<file path="config.mk">
export PLATFORM = sky130hd
export DESIGN_NAME = keypad_scanner
export DESIGN_NICKNAME = d
export VERILOG_FILES = /design/src/rtl/keypad_scanner.sv
export SDC_FILE = /design/constraint.sdc
export NUM_CORES = 1
export LEC_CHECK = 0
export ABC_AREA = 1
export CAP_MARGIN = 20
export CORE_MARGIN = 3
export CORE_UTILIZATION = 35
export CTS_CLUSTER_SIZE = 10
export DETAILED_ROUTE_END_ITERATION = 16
export GPL_TIMING_DRIVEN = 0
export SYNTH_ARGS = -nofsm -noshare
export SYNTH_HDL_FRONTEND = slang
export SYNTH_SLANG_ARGS = --single-unit
</file>
<file path="constraint.sdc">
create_clock -name clk -period 14.6 [get_ports clk]
set_input_delay 1.46 -clock clk [delete_from_list [all_inputs] [get_ports clk]]
set_output_delay 1.46 -clock clk [all_outputs]
set_load 0.03 [all_outputs]
</file>
<file path="src/rtl/keypad_scanner.sv">
// 4x4 active-low keypad scanner: one-hot column drive, per-scan classification,
// debounced press/release FSM and a valid/ack event register. Auto-repeat when KEYPAD_REPEAT_EN is defined.
module keypad_scanner #(
  parameter int SCAN_PERIOD    = 100000,
  parameter int DEBOUNCE_SCANS = 4,
  parameter int REPEAT_SCANS   = 50
) (
  input  logic       clk,
  input  logic       reset,
  input  logic [3:0] row_in,
  output logic [3:0] col_out,
  output logic [3:0] key_code,
  output logic       key_valid,
  input  logic       key_ack,
  output logic       key_down,
  output logic       overflow
);

  localparam int CW = (SCAN_PERIOD > 3) ? $clog2(SCAN_PERIOD) : 2;
  localparam int DW = $clog2(DEBOUNCE_SCANS + 1);
  localparam logic [CW-1:0] CYC_LAST = CW'(SCAN_PERIOD - 1);
  localparam logic [DW-1:0] DEB_MAX  = DW'(DEBOUNCE_SCANS);

  typedef enum logic [1:0] {RES_NONE, RES_SINGLE, RES_MULTI} result_t;
  typedef enum logic {ST_RELEASED, ST_PRESSED} state_t;

  if (SCAN_PERIOD < 3) begin : g_bad_scan_period
    $error("keypad_scanner: SCAN_PERIOD must be at least 3");
  end
  if (DEBOUNCE_SCANS < 1) begin : g_bad_debounce
    $error("keypad_scanner: DEBOUNCE_SCANS must be at least 1");
  end
  if (REPEAT_SCANS < 1) begin : g_bad_repeat
    $error("keypad_scanner: REPEAT_SCANS must be at least 1");
  end

  logic [3:0]    r_row_meta, r_row_sync;
  logic [CW-1:0] r_cyc_cnt;
  logic [1:0]    r_col_idx;
  logic [15:0]   r_samples;
  logic [15:0]   w_samples_now;
  logic          w_sample, w_scan_end;
  logic [4:0]    w_hits;
  logic [3:0]    w_hit_code;
  result_t       w_result, r_prev_result;
  logic [3:0]    r_prev_code;
  logic [DW-1:0] r_stable_cnt, w_stable_next;
  logic          w_same, w_stable;
  state_t        r_state, w_state_next;
  logic          w_event, w_repeat_fire;
  logic [3:0]    w_event_code;
  logic [3:0]    r_key_code;
  logic          r_key_valid, r_overflow;

  always_ff @(posedge clk or posedge reset) begin
    if (reset) begin
      r_row_meta <= 4'hF;
      r_row_sync <= 4'hF;
    end else begin
      r_row_meta <= row_in;
      r_row_sync <= r_row_meta;
    end
  end

  assign w_sample   = (r_cyc_cnt == CYC_LAST);
  assign w_scan_end = w_sample && (r_col_idx == 2'd3);
  assign col_out    = ~(4'b0001 << r_col_idx);

  always_ff @(posedge clk or posedge reset) begin
    if (reset) begin
      r_cyc_cnt <= '0;
      r_col_idx <= 2'd0;
    end else if (w_sample) begin
      r_cyc_cnt <= '0;
      r_col_idx <= r_col_idx + 2'd1;
    end else begin
      r_cyc_cnt <= r_cyc_cnt + 1'b1;
    end
  end

  // Bit row*4+col holds a closure; the column being sampled now is taken live.
  for (genvar gi = 0; gi < 16; gi++) begin : g_sample
    assign w_samples_now[gi] = (r_col_idx == 2'(gi % 4)) ? ~r_row_sync[gi / 4] : r_samples[gi];
  end

  always_ff @(posedge clk or posedge reset) begin
    if (reset)
      r_samples <= '0;
    else if (w_sample)
      r_samples <= w_samples_now;
  end

  always_comb begin
    w_hits     = 5'd0;
    w_hit_code = 4'd0;
    for (int i = 0; i < 16; i++) begin
      if (w_samples_now[i]) begin
        w_hits     = w_hits + 5'd1;
        w_hit_code = 4'(i);
      end
    end
    if (w_hits == 5'd0)
      w_result = RES_NONE;
    else if (w_hits == 5'd1)
      w_result = RES_SINGLE;
    else
      w_result = RES_MULTI;
  end

  assign w_same = (w_result == r_prev_result) &&
                  ((w_result != RES_SINGLE) || (w_hit_code == r_prev_code));
  assign w_stable_next = !w_same ? DW'(1) :
                         (r_stable_cnt == DEB_MAX) ? DEB_MAX : r_stable_cnt + 1'b1;
  assign w_stable = (w_stable_next == DEB_MAX);

  always_ff @(posedge clk or posedge reset) begin
    if (reset) begin
      r_prev_result <= RES_NONE;
      r_prev_code   <= 4'd0;
      r_stable_cnt  <= '0;
    end else if (w_scan_end) begin
      r_prev_result <= w_result;
      r_prev_code   <= w_hit_code;
      r_stable_cnt  <= w_stable_next;
    end
  end

`ifdef KEYPAD_REPEAT_EN
  localparam int RW = $clog2(REPEAT_SCANS + 1);
  localparam logic [RW-1:0] REP_LAST = RW'(REPEAT_SCANS - 1);
  logic [RW-1:0] r_rep_cnt;
  logic [3:0]    r_press_code;
  logic          w_rep_match;

  assign w_rep_match   = (r_state == ST_PRESSED) && (w_result == RES_SINGLE) &&
                         (w_hit_code == r_press_code);
  assign w_repeat_fire = w_scan_end && w_rep_match && (r_rep_cnt == REP_LAST);

  always_ff @(posedge clk or posedge reset) begin
    if (reset) begin
      r_rep_cnt    <= '0;
      r_press_code <= 4'd0;
    end else if (w_scan_end) begin
      if ((r_state == ST_RELEASED) || !w_rep_match || w_repeat_fire)
        r_rep_cnt <= '0;
      else
        r_rep_cnt <= r_rep_cnt + 1'b1;
      if (r_state == ST_RELEASED)
        r_press_code <= w_hit_code;
    end
  end
`else
  assign w_repeat_fire = 1'b0;
`endif

  always_ff @(posedge clk or posedge reset) begin
    if (reset)
      r_state <= ST_RELEASED;
    else
      r_state <= w_state_next;
  end

  // MULTI and non-matching SINGLE results fall through without touching state.
  always_comb begin
    w_state_next = r_state;
    w_event      = 1'b0;
    w_event_code = w_hit_code;
    if (w_scan_end && w_stable) begin
      case (r_state)
        ST_RELEASED: if (w_result == RES_SINGLE) begin
          w_state_next = ST_PRESSED;
          w_event      = 1'b1;
        end
        ST_PRESSED: if (w_result == RES_NONE)
          w_state_next = ST_RELEASED;
        default: w_state_next = ST_RELEASED;
      endcase
    end
    if (w_repeat_fire)
      w_event = 1'b1;
  end

  always_ff @(posedge clk or posedge reset) begin
    if (reset) begin
      r_key_code  <= 4'd0;
      r_key_valid <= 1'b0;
      r_overflow  <= 1'b0;
    end else if (w_event) begin
      if (!r_key_valid || key_ack) begin
        r_key_code  <= w_event_code;
        r_key_valid <= 1'b1;
      end else begin
        r_overflow  <= 1'b1;
      end
    end else if (key_ack) begin
      r_key_valid <= 1'b0;
    end
  end

  assign key_code  = r_key_code;
  assign key_valid = r_key_valid;
  assign overflow  = r_overflow;
  assign key_down  = (r_state == ST_PRESSED);

endmodule

</file>
Word level (Yosys, flattened, before mapping) --
Index checks and enable logic that the tools add are counted.
Word-level totals: input port bits 7, logic and storage cells 123, bits in registers 59, output and inout port bits 11
Cells by class: eq/ne operators 12, reduce and logical (&&, ||, !) cells 13, muxes and demuxes 60, bitwise gates (word level) 7, add/sub/neg operators 18, shift operators 1
Operator list (number):
- $add A5 B1 Y5 const B | 15
- $mux W5 | 15
- $mux W4 | 14
- $mux W1 | 25
- $add A17 B1 Y17 const B | 1
- $eq A17 B17 Y1 const B | 1
- $mux W17 | 1
- $eq A3 B3 Y1 const B | 2
- $mux W3 | 2
- $not A1 Y1 | 6
- $reduce_and A2 Y1 | 3
- $eq A5 B1 Y1 const B | 1
- $logic_not A5 Y1 | 1
- $eq A2 B1 Y1 const B | 2
- $eq A2 B2 Y1 const B | 2
- $eq A4 B4 Y1 | 1
- $logic_not A2 Y1 | 2
- $mux W2 | 2
- $ne A2 B1 Y1 const B | 2
- $not A4 Y4 | 1
- $shl A1 B2 Y4 const A | 1
- $add A3 B1 Y3 const B | 1
- $logic_and A1 B1 Y1 | 3
- $add A2 B1 Y2 const B | 1
- other kinds (5) | 6

Logic depth before layout (Yosys ltp) --
depth after elaboration 45, gate-level depth with buffers 68, depth with buffers taken out 67

Worst setup path before layout --
Ideal clock, no wire load.
path kind reg2reg, from reg r_col_idx[0], to reg r_key_code[0] (netlist: key_code[0]), setup slack 5.881 ns, required time 14.482 ns, arrival time 8.601 ns, library setup time 0.118 ns, clock period less this slack 8.719 ns, stages on the path, launching flop included 60, buffers on the path 1, cell sequence dfrtp_1 inv_1 ha_1 buf_4 o21ai_0 ha_1 inv_1 nand3_1 nand2_1 ha_1 nand2_1 nand2_1 ha_1 or2_2 nand2_1 inv_1 ha_1 nand2_1 [24 not listed] nand2_1 inv_1 ha_1 or2_2 nand2_1 inv_1 ha_1 nand2_1 xnor2_1 inv_1 a21oi_1 nand4_1 nand2_2 nand4_2 nor2_4 nand3_2 nand2_1 nand2_1
Between the ends: cells in the longest elaborated chain, start to end 44, elaborated cells between the ends (all ways) 84, those cells by class 15 x add/sub; 9 x eq/ne; 53 x mux; 7 x reduce/logical
RTL lines:
- start, declared | line 39 | logic [1:0] r_col_idx;
- start signal, assigned | line 75 | r_col_idx <= r_col_idx + 2'd1;
- $logic_not A2 Y1 | line 83 | assign w_samples_now[gi] = (r_col_idx == 2'(gi % 4)) ? ~r_row_sync[gi / 4] : r_samples[gi];
- $mux W1 | line 83
- $mux W1 | line 97 | if (w_samples_now[i]) begin
- $add A5 B1 Y5 | line 98 | w_hits = w_hits + 5'd1;
- $mux W5 | line 97
- $add A5 B1 Y5 | line 98
- $mux W5 | line 97
- $add A5 B1 Y5 | line 98
- [28 not listed]
- $ne A2 B1 Y1 | line 111 | ((w_result != RES_SINGLE) || (w_hit_code == r_prev_code));
- $logic_or A1 B1 Y1 | line 111
- $logic_and A1 B1 Y1 | line 110 | assign w_same = (w_result == r_prev_result) &&
- $mux W3 | line 112 | assign w_stable_next = !w_same ? DW'(1) :
- $eq A3 B3 Y1 | line 114 | assign w_stable = (w_stable_next == DEB_MAX);
- $logic_and A1 B1 Y1 | line 168 | if (w_scan_end && w_stable) begin
- $mux W1 | line 168
- $reduce_and A2 Y1 (no line)
- end signal, assigned | line 190 | r_key_code <= w_event_code;
- end, declared | line 52 | logic [3:0] r_key_code;
Several ways; a longest one is shown, not always the timed one. A chain may end at the register's enable or synchronous reset.

Final worst setup path --
from reg r_col_idx[0], to reg r_key_code[2] (netlist: key_code[2])
Same word-level chain as after synthesis.

==> results.tsv <==
metric	value	unit
ys async rst share	1.00	
reg-to-reg endpoint	key_code[2]$_DFFE_PP0P_	
max_cap viols	0	
Synthesized Nets	740	
gp weighted congestion	0.812	
sequential-to-total area share from yosys stat	0.314	
Initial Util	0.367	
Setup CP Type	register to register	
CP startpoint kind	register	
Worst Path Max Fanout	9	
post-synthesis cell area	4740	µm²
fin nets	769	
Period Utilization, post-route	0.648	
PnR worst setup slack	5.14	ns
I/O pin cnt	18	
Layout Utilization	0.418	
placeable core area	12900	µm²
first-pass GRT wire length	17400	µm
Final Hold Vio Count	0	
Max Fclk	0.106	GHz
commonest non-fill, non-tap cell in the layout	nand2_1	
Slew Viols, Final	0	
Yosys Warn Count	0	
Synth Instances	711	
slew at the pin with the worst max-slew slack	0.742	ns
Post-synth EDFFs	0	
combined area of the multi-input logic cells	2660	µm²
FF-to-FF setup slack	5.14	ns
Clock Tree Buf Depth	2	
grt total ovfl	0	
commonest non-fill, non-tap cells in the layout	nand2_1 (186), inv_1 (129), nand3_1 (59), nor2_1 (57), dfrtp_1 (51)	
H-tree Lvls	3	
TritonCTS Buffers	9	
routed len/inst	10.1	µm
wirelength, routed	9250	µm
Final Setup Violations	0	
register area	1490	µm²
largest net degree at the start of global routing	43	
Worst Setup End Kind	register	
FILL cells	1405	
dpl cell area	5140	µm²
port buffer count	17	
critical path's slowest cell	dfrtp_1	
biggest cell delay along the critical path	0.36	ns
DRC viols	0	
dpl hpwl	7390	µm
drt pass-1 iters	4	
GRT Overall Usage	0.139	
Worst Setup EP	key_code[2]$_DFFE_PP0P_	
crit path DAT	9.67	ns
Distinct cells, synth	43	
clk slew on worst S/H paths	0.05	ns
P_leak	2.96	nW
Final min period	9.46	ns
clock root buffer	clkbuf_16	
share of cells above drive strength 1	0.153	
number of global-route vias before repair	4040	
total power	0.394	mW
outcome	finished, final reports clean	
height of the chip	122	µm
RSZ-0062 raised after global routing	false	
via density per instance	4.45	
CTS tree	yes	
Starting DRT DRC Count	161	
Synth-to-Final Area Change	14.1	%
worst setup path start	r_col_idx[0]$_DFFE_PP0N_	
pre-CTS setup slack	5.13	ns
antenna-violating nets left	0	
Post-CTS Setup Bufs	0	
Critical R2R Launch	r_col_idx[0]$_DFFE_PP0N_	
Antenna Cells	0	
die width	122	µm
setup_tns	0	ns
detailed-route via count	4077	
Critical Path RT	14.80	ns
CTS resizes	0	
CTS hold repair buffers	0	
row cnt	41	
worst clock skew	0.00873	ns
Top cell by count, worst path	nand2_1	
Final Cell Area	5410	µm²
pwr/cell area	72.8	nW/µm²
#FFs+latches synth	59	
Top FF cell, synth	dfrtp_1	
initial antenna violation count	0	
HP Class	register to register	
clock latency at the later pin of the worst-skew pair	0.32	ns
Die ar.	15000	µm²
Slew HR	0.500	
clock sink count	59	
FF-to-FF path depth	59	
syn avg cell area	6.67	µm²
Max VDD drop	116	µV
[per-stage QoR]
stage / hold slack, ns / cells
CTS: 0.348 / 917
finish: 0.348 / 917
floorplan: 0.345 / 711
detailed placement: 0.347 / 901
global placement: 0.346 / 900
global route: 0.354 / 917
[Yosys cell counts, drive strengths merged, types with 3 or more instances]
cell type,instances,share of area
nand3b,5,0.0079
nand3,77,0.10
clkbuf,4,0.0032
o21ai,52,0.060
xnor2,3,0.0055
nand4,10,0.016
ha,22,0.058
dfstp,8,0.044
nor3,6,0.0063
or2,4,0.0053
inv,141,0.11
nand2,232,0.21
nor2,61,0.053
a21oi,14,0.015
dfrtp,51,0.27
buf,4,0.0074
nor4,3,0.0040
[power breakdown]
part,internal (mW),leakage (nW),switching [mW],total (mW)
Sequential,0.166,0.780,0.00101,0.167
Combinational,0.0153,2.05,0.0285,0.0438
Clock,0.119,0.125,0.0635,0.183
Total,0.301,2.96,0.0930,0.394
[logic make-up after synthesis]
group,Yosys count,share of synthesized area
compound gates,75,0.0892
buf+inv,151,0.125
simple gates,399,0.405
flops,59,0.314
fa+ha+maj,22,0.0581
xor+xnor,5,0.00924
[area by class of cell]
cell class,count,share of cell area
plain buffers,8,0.00926
clock buffers,16,0.0484
inverters,143,0.100
multi-input cells,501,0.492
flip-flops and latches,59,0.275
well taps,172,0.0398
repair buffers,18,0.0352
[worst min path at each step]
stage	from	to	slack, ns	depth (start not counted)
3_3_place_gp	r_row_meta[0]$_DFF_PP1_	r_row_sync[0]$_DFF_PP1_	0.35	0
5_1_grt	r_row_meta[3]$_DFF_PP1_	r_row_sync[3]$_DFF_PP1_	0.35	0
2_1_floorplan	r_row_meta[0]$_DFF_PP1_	r_row_sync[0]$_DFF_PP1_	0.35	0
4_1_cts	r_row_meta[3]$_DFF_PP1_	r_row_sync[3]$_DFF_PP1_	0.35	0
3_5_place_dp	r_row_meta[0]$_DFF_PP1_	r_row_sync[0]$_DFF_PP1_	0.35	0
6_report	r_row_meta[3]$_DFF_PP1_	r_row_sync[3]$_DFF_PP1_	0.35	0
[critical path, delay by kind of cell, from the launching register on]
family | cells | cell delay, ns
simple gates | 34 | 3.88
fa+ha+maj | 15 | 3.87
buf+inv | 7 | 0.57
compound gates | 2 | 0.50
flops | 1 | 0.36
xor+xnor | 1 | 0.14
[flip-flops by register name (all words and copies together), names as in the netlist, named ones only]
signal         count
r_cyc_cnt         17
r_samples         16
key_code           4
r_prev_code        4
r_row_meta         4
r_row_sync         4
r_stable_cnt       3
r_col_idx          2
r_prev_result      2
key_valid          1
overflow           1
[routing by layer]
layer  vias to the layer above  global-route usage  wire [µm]
met2                        39               0.228       4150
met5                         -                   0          0
met3                        11              0.0171        178
li1                       2281                   -          -
met1                      1746               0.188       4770
met4                         0              0.0560        157
Power figures use the tool's default switching activity.
